## config.mk

```make
export PLATFORM = sky130hd
export DESIGN_NAME = cc_seq_flat
export DESIGN_NICKNAME = d
export VERILOG_FILES = /design/src/rtl/cc_seq_pkg.sv /design/src/rtl/cc_seq_if.sv /design/src/rtl/cc_seq_div3.sv /design/src/rtl/cc_seq.sv /design/src/flat_wrapper.sv
export SDC_FILE = /design/constraint.sdc
export NUM_CORES = 1
export LEC_CHECK = 0
export CAP_MARGIN = 20
export CORE_ASPECT_RATIO = 2
export CORE_MARGIN = 10
export CORE_UTILIZATION = 56
export CTS_CLUSTER_DIAMETER = 150
export DETAILED_ROUTE_END_ITERATION = 16
export PLACE_DENSITY = 0.82
export SYNTH_ARGS = -nofsm -noshare
export SYNTH_HDL_FRONTEND = slang
export SYNTH_SLANG_ARGS = --single-unit
```

## constraint.sdc

```tcl
create_clock -name clk -period 11.25 [get_ports clk]
set_input_delay 2.25 -clock clk [delete_from_list [all_inputs] [get_ports clk]]
set_output_delay 2.25 -clock clk [all_outputs]
set_load 0.05 [all_outputs]
```

## src/rtl/cc_seq_pkg.sv

```systemverilog
// cc_seq_pkg: shared widths, FSM state encoding and small helpers for the
// serial compute core (cc_seq).
//   NUM_IN  - operands per packet
//   OP_W    - signed operand / cumulant width
//   CUM_W   - width of the cumulative-average intermediate (2*c + s)
//   PROD_W  - width of the equation product
//   OUT_W   - width of the signed result
package cc_seq_pkg;
    localparam int NUM_IN = 6;
    localparam int NIB_W  = 4;
    localparam int OP_W   = 5;
    localparam int CUM_W  = 7;
    localparam int PROD_W = 12;
    localparam int OUT_W  = 10;
    localparam int CNT_W  = 3;

    typedef enum logic [2:0] {
        ST_IDLE,
        ST_LOAD,
        ST_CUM,
        ST_EQ,
        ST_EQ2,   // only reached when the equation stage is split in two
        ST_OUT
    } state_t;

    typedef logic signed [OP_W-1:0] op_t;

    // Nibble to 5-bit signed: sign-extend in signed mode, zero-extend otherwise.
    function automatic op_t encode(input logic [NIB_W-1:0] nib, input logic is_signed);
        return {is_signed & nib[NIB_W-1], nib};
    endfunction

    // Sign-extend an operand to product width.
    function automatic logic signed [PROD_W-1:0] ext_op(input op_t v);
        return {{(PROD_W-OP_W){v[OP_W-1]}}, v};
    endfunction
endpackage

```

## src/rtl/cc_seq_if.sv

```systemverilog
// cc_seq_if: operand stream in, result strobe out.
//   in_valid/in_n/opt/equ : host -> core (opt/equ meaningful on nibble 0)
//   out_valid/out_n       : core -> host, out_n is 0 when out_valid is 0
// master = host side, slave = core side.
interface cc_seq_if;
    import cc_seq_pkg::*;

    logic                    in_valid;
    logic [NIB_W-1:0]        in_n;
    logic [2:0]              opt;
    logic                    equ;
    logic                    out_valid;
    logic signed [OUT_W-1:0] out_n;

    modport master (
        output in_valid, in_n, opt, equ,
        input  out_valid, out_n
    );

    modport slave (
        input  in_valid, in_n, opt, equ,
        output out_valid, out_n
    );
endinterface

```

## src/rtl/cc_seq_div3.sv

```systemverilog
// cc_seq_div3: signed divide-by-3, truncating toward zero.
//   W  - input width, QW - output width (low QW bits of the quotient)
//   i_a - signed dividend, o_q - signed quotient
module cc_seq_div3 #(
    parameter int W  = 7,
    parameter int QW = 5
) (
    input  logic signed [W-1:0]  i_a,
    output logic signed [QW-1:0] o_q
);
    localparam logic signed [W-1:0] THREE = W'(3);

    // Signed '/' truncates toward zero, which is exactly the rounding wanted.
    assign o_q = QW'(i_a / THREE);
endmodule

```

## src/rtl/cc_seq.sv

```systemverilog
// cc_seq: serial-input compute core. Six nibbles arrive one per accepted
// in_valid, are insertion-sorted as they arrive, then a 5-cycle cumulate
// pass and an equation stage produce one signed 10-bit result strobed for
// one cycle.
//   clk   - clock, rising edge
//   rst_n - asynchronous active-low reset
//   bus   - cc_seq_if.slave (operand stream in, result out)
// Optional build macro CC_SEQ_PIPE_EQ_EN: registers the equation product and
// performs divide/abs one cycle later (one extra cycle of latency).
module cc_seq
    import cc_seq_pkg::*;
(
    input  logic     clk,
    input  logic     rst_n,
    cc_seq_if.slave  bus
);
    state_t                  r_state, w_state_next;
    logic [CNT_W-1:0]        r_cnt;
    logic [CNT_W-1:0]        r_idx;
    logic [2:0]              r_opt;
    logic                    r_equ;
    op_t                     r_s [NUM_IN];
    op_t                     r_c [NUM_IN];
    logic signed [OUT_W-1:0] r_res;
    logic                    r_out_valid;
    logic signed [OUT_W-1:0] r_out_n;
`ifdef CC_SEQ_PIPE_EQ_EN
    logic signed [PROD_W-1:0] r_prod;
`endif

    // ---------------- insertion sort of the incoming operand ----------------
    logic        w_accept, w_sign, w_desc;
    op_t         w_new;
    logic [NUM_IN-1:0] w_before;
    op_t         w_s_ins [NUM_IN];

    assign w_accept = bus.in_valid && (r_state == ST_IDLE || r_state == ST_LOAD);
    // On nibble 0 the mode bits are not yet latched, so take them from the bus.
    assign w_sign   = (r_state == ST_IDLE) ? bus.opt[0] : r_opt[0];
    assign w_desc   = (r_state == ST_IDLE) ? bus.opt[1] : r_opt[1];
    assign w_new    = encode(bus.in_n, w_sign);

    // w_before[k]: entry k stays in place (it precedes the new value). Using
    // <= / >= places ties after existing equals, preserving arrival order.
    // Because the array is kept sorted, w_before is always a prefix.
    generate
        for (genvar gi = 0; gi < NUM_IN; gi++) begin : g_sort
            assign w_before[gi] = (CNT_W'(gi) < r_cnt) &&
                                  (w_desc ? (r_s[gi] >= w_new) : (r_s[gi] <= w_new));
            if (gi == 0) begin : g_first
                assign w_s_ins[gi] = w_before[gi] ? r_s[gi] : w_new;
            end else begin : g_rest
                assign w_s_ins[gi] = w_before[gi]   ? r_s[gi] :
                                     w_before[gi-1] ? w_new   : r_s[gi-1];
            end
        end
    endgenerate

    // ---------------- cumulate step for index r_idx ----------------
    op_t                     w_c_prev, w_s_cur, w_cum_q, w_c_new;
    logic signed [CUM_W-1:0] w_cum_in;

    assign w_c_prev = r_c[r_idx - CNT_W'(1)];
    assign w_s_cur  = r_s[r_idx];
    assign w_cum_in = {w_c_prev[OP_W-1], w_c_prev, 1'b0} + {{2{w_s_cur[OP_W-1]}}, w_s_cur};

    cc_seq_div3 #(.W(CUM_W), .QW(OP_W)) u_div_cum (
        .i_a (w_cum_in),
        .o_q (w_cum_q)
    );

    assign w_c_new = r_opt[2] ? w_cum_q : (w_s_cur - r_s[0]);

    // ---------------- equation ----------------
    logic signed [PROD_W-1:0] w_sum, w_diff, w_prod0, w_prod1, w_prod_sel, w_eq_in;
    logic signed [OUT_W-1:0]  w_eq_q, w_abs, w_res;

    assign w_sum      = ext_op(r_c[3]) + (ext_op(r_c[4]) <<< 2);
    assign w_prod0    = w_sum * ext_op(r_c[5]);
    assign w_diff     = ext_op(r_c[1]) - ext_op(r_c[0]);
    assign w_prod1    = ext_op(r_c[5]) * w_diff;
    assign w_prod_sel = r_equ ? w_prod1 : w_prod0;

`ifdef CC_SEQ_PIPE_EQ_EN
    assign w_eq_in = r_prod;
`else
    assign w_eq_in = w_prod_sel;
`endif

    cc_seq_div3 #(.W(PROD_W), .QW(OUT_W)) u_div_eq (
        .i_a (w_eq_in),
        .o_q (w_eq_q)
    );

    // Only the low 10 bits survive, so negate just those.
    assign w_abs = w_eq_in[PROD_W-1] ? -w_eq_in[OUT_W-1:0] : w_eq_in[OUT_W-1:0];
    assign w_res = r_equ ? w_abs : w_eq_q;

    // ---------------- FSM ----------------
    always_comb begin
        w_state_next = r_state;
        case (r_state)
            ST_IDLE: if (bus.in_valid) w_state_next = ST_LOAD;
            ST_LOAD: if (bus.in_valid && r_cnt == CNT_W'(NUM_IN - 1)) w_state_next = ST_CUM;
            ST_CUM:  if (r_idx == CNT_W'(NUM_IN - 1)) w_state_next = ST_EQ;
`ifdef CC_SEQ_PIPE_EQ_EN
            ST_EQ:   w_state_next = ST_EQ2;
`else
            ST_EQ:   w_state_next = ST_OUT;
`endif
            ST_EQ2:  w_state_next = ST_OUT;
            ST_OUT:  w_state_next = ST_IDLE;
            default: w_state_next = ST_IDLE;
        endcase
    end

    always_ff @(posedge clk or negedge rst_n) begin
        if (!rst_n) begin
            r_state <= ST_IDLE;
        end else begin
            r_state <= w_state_next;
        end
    end

    // ---------------- datapath registers ----------------
    always_ff @(posedge clk or negedge rst_n) begin
        if (!rst_n) begin
            r_cnt       <= '0;
            r_idx       <= '0;
            r_opt       <= '0;
            r_equ       <= 1'b0;
            r_res       <= '0;
            r_out_valid <= 1'b0;
            r_out_n     <= '0;
            for (int k = 0; k < NUM_IN; k++) begin
                r_s[k] <= '0;
                r_c[k] <= '0;
            end
`ifdef CC_SEQ_PIPE_EQ_EN
            r_prod      <= '0;
`endif
        end else begin
            if (w_accept) begin
                for (int k = 0; k < NUM_IN; k++) r_s[k] <= w_s_ins[k];
                if (r_state == ST_IDLE) begin
                    r_opt <= bus.opt;
                    r_equ <= bus.equ;
                    r_cnt <= CNT_W'(1);
                end else if (r_cnt == CNT_W'(NUM_IN - 1)) begin
                    // Last operand: seed c0 from the final sorted head.
                    r_cnt  <= '0;
                    r_idx  <= CNT_W'(1);
                    r_c[0] <= r_opt[2] ? w_s_ins[0] : '0;
                end else begin
                    r_cnt <= r_cnt + CNT_W'(1);
                end
            end

            if (r_state == ST_CUM) begin
                r_c[r_idx] <= w_c_new;
                r_idx      <= r_idx + CNT_W'(1);
            end

`ifdef CC_SEQ_PIPE_EQ_EN
            if (r_state == ST_EQ)  r_prod <= w_prod_sel;
            if (r_state == ST_EQ2) r_res  <= w_res;
`else
            if (r_state == ST_EQ)  r_res  <= w_res;
`endif

            r_out_valid <= (r_state == ST_OUT);
            r_out_n     <= (r_state == ST_OUT) ? r_res : '0;
        end
    end

    assign bus.out_valid = r_out_valid;
    assign bus.out_n     = r_out_n;
endmodule

```

## src/flat_wrapper.sv

```systemverilog
// flat-port wrapper written by rule: the top's interface ports become plain ports
module cc_seq_flat import cc_seq_pkg::*;
  (clk, rst_n, bus_in_valid, bus_in_n, bus_opt, bus_equ, bus_out_valid, bus_out_n);
  cc_seq_if bus_i ();
  input  logic clk;
  input  logic rst_n;
  input wire logic [$bits(bus_i.in_valid)-1:0] bus_in_valid;
  input wire logic [$bits(bus_i.in_n)-1:0] bus_in_n;
  input wire logic [$bits(bus_i.opt)-1:0] bus_opt;
  input wire logic [$bits(bus_i.equ)-1:0] bus_equ;
  output wire logic [$bits(bus_i.out_valid)-1:0] bus_out_valid;
  output wire logic [$bits(bus_i.out_n)-1:0] bus_out_n;
  assign bus_i.in_valid = bus_in_valid;
  assign bus_i.in_n = bus_in_n;
  assign bus_i.opt = bus_opt;
  assign bus_i.equ = bus_equ;
  assign bus_out_valid = bus_i.out_valid;
  assign bus_out_n = bus_i.out_n;
  cc_seq u_core (.clk(clk), .rst_n(rst_n), .bus(bus_i));
endmodule
```

==> Implementation_results.wiki <==
{| class="wikitable"
! Metric !! Value
|-
| Primary FF master, synth || dfrtp_1
|-
| Reg-to-reg setup timing slack || 0.58 ns
|-
| Clock buffer count from CTS || 9
|-
| Total Die Area || 0.0259 sq mm
|-
| Clock tree from TritonCTS || built
|-
| Post-Synthesis Mean Instance Area || 8.37 sq um
|-
| Sort of element at the end of the critical path || register
|-
| Gpl congestion || 0.959
|-
| Share of layout cells above drive strength 1 || 9.46%
|-
| Number of synthesized flops with an enable pin || 0
|-
| Class of the worst hold path || reg -> reg
|-
| Time the final worst path needs with I/O delays and setup || 10.67 ns
|-
| Final HPWL DP || 23.8 mm
|-
| Actual slew at the worst max-slew pin || 1.03 ns
|-
| Post-Synthesis Net Count || 1464
|-
| Antenna Cells || 0
|-
| GR Util All Layers || 23.0%
|-
| Number of pins with negative max-slew slack in the final report || 0
|-
| Length in cells of the worst reg-to-reg path || 41
|-
| CP max stage delay || 0.60 ns
|-
| First-pass GRT wire length || 48.7 mm
|-
| Clock latency on the worst-skew pair || 0.37 ns
|-
| Violation count after the first detailed-routing iteration || 648
|-
| # port buffers || 21
|-
| DRC violations left || 0
|-
| Worst EP required || 11.50 ns
|-
| Number of max-cap violations || 0
|-
| Synth-to-layout area growth || 8.24%
|-
| Result of the run || finished, final reports clean
|-
| Unique cell type count in the Yosys netlist || 93
|-
| Register clock-pin slew on the reported worst setup and hold paths || 0.07 ns
|-
| Capture point of the critical path || u_core.r_res[4]
|-
| Cell with the biggest individual delay on the critical path || fa_1
|-
| Critical path class || reg -> reg
|-
| Placeable Area || 0.0193 sq mm
|-
| Total via count after detailed routing || 10003
|-
| First drt pass iteration count || 5
|-
| Reg2Reg Capture Point || u_core.r_res[4]
|-
| Count of mapped cells out of synthesis || 1310
|-
| Period utilisation layout || 94.9%
|-
| I/O Pins || 22
|-
| Worst Clk Skew || 0.0148 ns
|-
| Highest fanout seen on the critical path || 10
|-
| Routed wire per std cell || 19.3 um
|-
| Setup repair after global routing missed its margin || no
|-
| Residual antenna-violating net count after detailed routing || 0
|-
| Pin count of the biggest net entering global routing || 77
|-
| Starting density of the core || 56.9%
|-
| Hold Violations, Final || 0
|-
| Share of the core filled with cells in the final layout || 61.6%
|-
| Via density per instance || 6.33
|-
| Vert. Die Dim || 218 um
|-
| Global-route congestion overflow total || 0
|-
| Total Wirelength || 30.4 mm
|-
| Asr flop ratio synth || 100%
|-
| Summed instance area of the synthesized netlist || 0.0110 sq mm
|-
| Post-synthesis register bit count || 94
|-
| Warning count from the yosys run || 0
|-
| # setup viols final || 0
|-
| Standard-cell row count || 72
|-
| Maximum level of the CTS H-tree || 3
|-
| Number of global-route vias before repair || 10083
|-
| Post-synthesis sequential area ratio || 21.5%
|-
| FMAX || 0.0937 GHz
|-
| Number of clock sinks || 94
|-
| Root buffer cell || clkbuf_16
|-
| Max Root-Sink Buffers || 2
|-
| Relative max-transition margin || 29.3%
|-
| Initial antenna violation count || 0
|-
| Nets@finish || 1470
|-
| Worst Path Arrival || 10.92 ns
|-
| Worst setup SP type || register
|-
| Die width || 119 um
|}
## worst min path at each step
| stage | start | endpoint | slack [ns] | cells past startpoint |
|---|---|---|---|---|
| after floorplan | u_core.r_res[2] | u_core.r_res[2] | 0.44 | 2 |
| after global placement | u_core.r_res[8] | u_core.bus.out_n[8] | 0.46 | 1 |
| after detailed placement | u_core.r_res[6] | u_core.r_res[6] | 0.47 | 2 |
| after CTS | u_core.r_res[5] | u_core.bus.out_n[5] | 0.49 | 1 |
| after global routing | u_core.r_res[5] | u_core.bus.out_n[5] | 0.52 | 1 |
| final | u_core.r_res[8] | u_core.bus.out_n[8] | 0.48 | 1 |
## metal layers
layer	GRT usage, %	routed length [um]	up-vias
met5	0	0	-
met4	19.7	2690	0
met3	2.49	1080	175
met2	44.1	16600	365
met1	20.7	10000	4817
li1	-	-	4646
## cells in the final DEF, fill, tap and decap left out, types with 6 or more instances in the layout
| cell type | count |
|---|---|
| nor2_1 | 132 |
| nand2_1 | 106 |
| inv_1 | 103 |
| a21oi_1 | 100 |
| ha_1 | 98 |
| dfrtp_1 | 94 |
| o21ai_0 | 86 |
| and2_1 | 50 |
| fa_1 | 44 |
| xnor2_1 | 43 |
| mux2i_1 | 41 |
| buf_4 | 24 |
| mux2_2 | 22 |
| nor3_1 | 21 |
| nor2b_1 | 20 |
| xor2_1 | 20 |
| clkdlybuf4s50_1 | 20 |
| a21o_1 | 18 |
| nand3_1 | 18 |
| and3_1 | 14 |
| a31oi_1 | 12 |
| o211ai_1 | 11 |
| o21a_1 | 10 |
| nand4_1 | 10 |
| a211oi_1 | 9 |
| nand2b_1 | 9 |
| clkbuf_16 | 9 |
| o21ai_1 | 8 |
| o22ai_1 | 8 |
| a22o_1 | 8 |
| or3_1 | 6 |
| a221oi_1 | 6 |
## cell usage after synthesis, drive strengths merged (13+ instances only)
cell type / number / share of area, %
nor3: 22 / 1.0
a211oi: 13 / 1.1
ha: 99 / 11
xor2: 23 / 1.8
dfrtp: 94 / 21
and2: 52 / 3.0
nor2: 136 / 4.7
mux2: 24 / 2.5
clkbuf: 34 / 1.2
inv: 104 / 3.6
mux2i: 46 / 4.4
and3: 14 / 0.80
nand2: 109 / 3.8
nand3: 18 / 0.82
buf: 16 / 1.1
fa: 44 / 8.0
o21ai: 94 / 4.3
a21o: 18 / 1.2
nor2b: 20 / 1.1
a31oi: 13 / 0.74
a21oi: 101 / 4.6
xnor2: 43 / 3.4
## worst max-delay path: cells and delay by family, from the launching register on
family / cells / cell delay [ns]
compound gates: 12 / 3.31
xor+xnor: 4 / 0.79
fa+ha+maj: 8 / 2.94
buf+inv: 4 / 0.31
flops: 1 / 0.38
mux: 1 / 0.35
simple gates: 12 / 2.50
## per-stage QoR
stage / cells / setup WS (ns) / area (sq um) / TNS, ns / hold slack [ns]
finish: 1580 / 0.577 / 11900 / 0 / 0.482
global route: 1580 / 0.100 / 11900 / 0 / 0.516
global placement: 1556 / 0.368 / 11400 / 0 / 0.463
CTS: 1572 / 0.0185 / 11700 / 0 / 0.485
detailed placement: 1556 / -0.0493 / 11400 / -0.0493 / 0.467
floorplan: 1310 / 1.08 / 11000 / 0 / 0.442
## area by class of cell
class                      instances  area [sq um]
inverter                         105           394
multi-input combinational       1062          8100
fill                            1689          7410
timing repair buffer              44           380
clock inverter                     7          88.8
clock buffer                       9           225
sequential                        94          2350
tap                              259           324
## kinds of logic (layout without fill, tap and decap cells)
| family | after synthesis | after routing | share of synthesized area [%] |
|---|---|---|---|
| and+or+nand+nor | 430 | 430 | 19.4 |
| AOI/OAI and AO/OA | 347 | 347 | 20.7 |
| buffers and inverters | 155 | 165 | 5.88 |
| adders and majority gates | 143 | 143 | 19.3 |
| DFF | 94 | 94 | 21.5 |
| muxes | 75 | 76 | 7.94 |
| xor gates and xnor gates | 66 | 66 | 5.27 |
## repair_timing
action                     CTS  global route
hold buffers                 0             0
setup endpoints to repair    2            10
cloned                       0             1
buffers inserted             0             7
resized for setup            1            22
pin swaps                    0             2
Power is left out: the tool's default activity adds up to more than one toggle a clock period on the data nets, which glitch-free logic cannot reach.
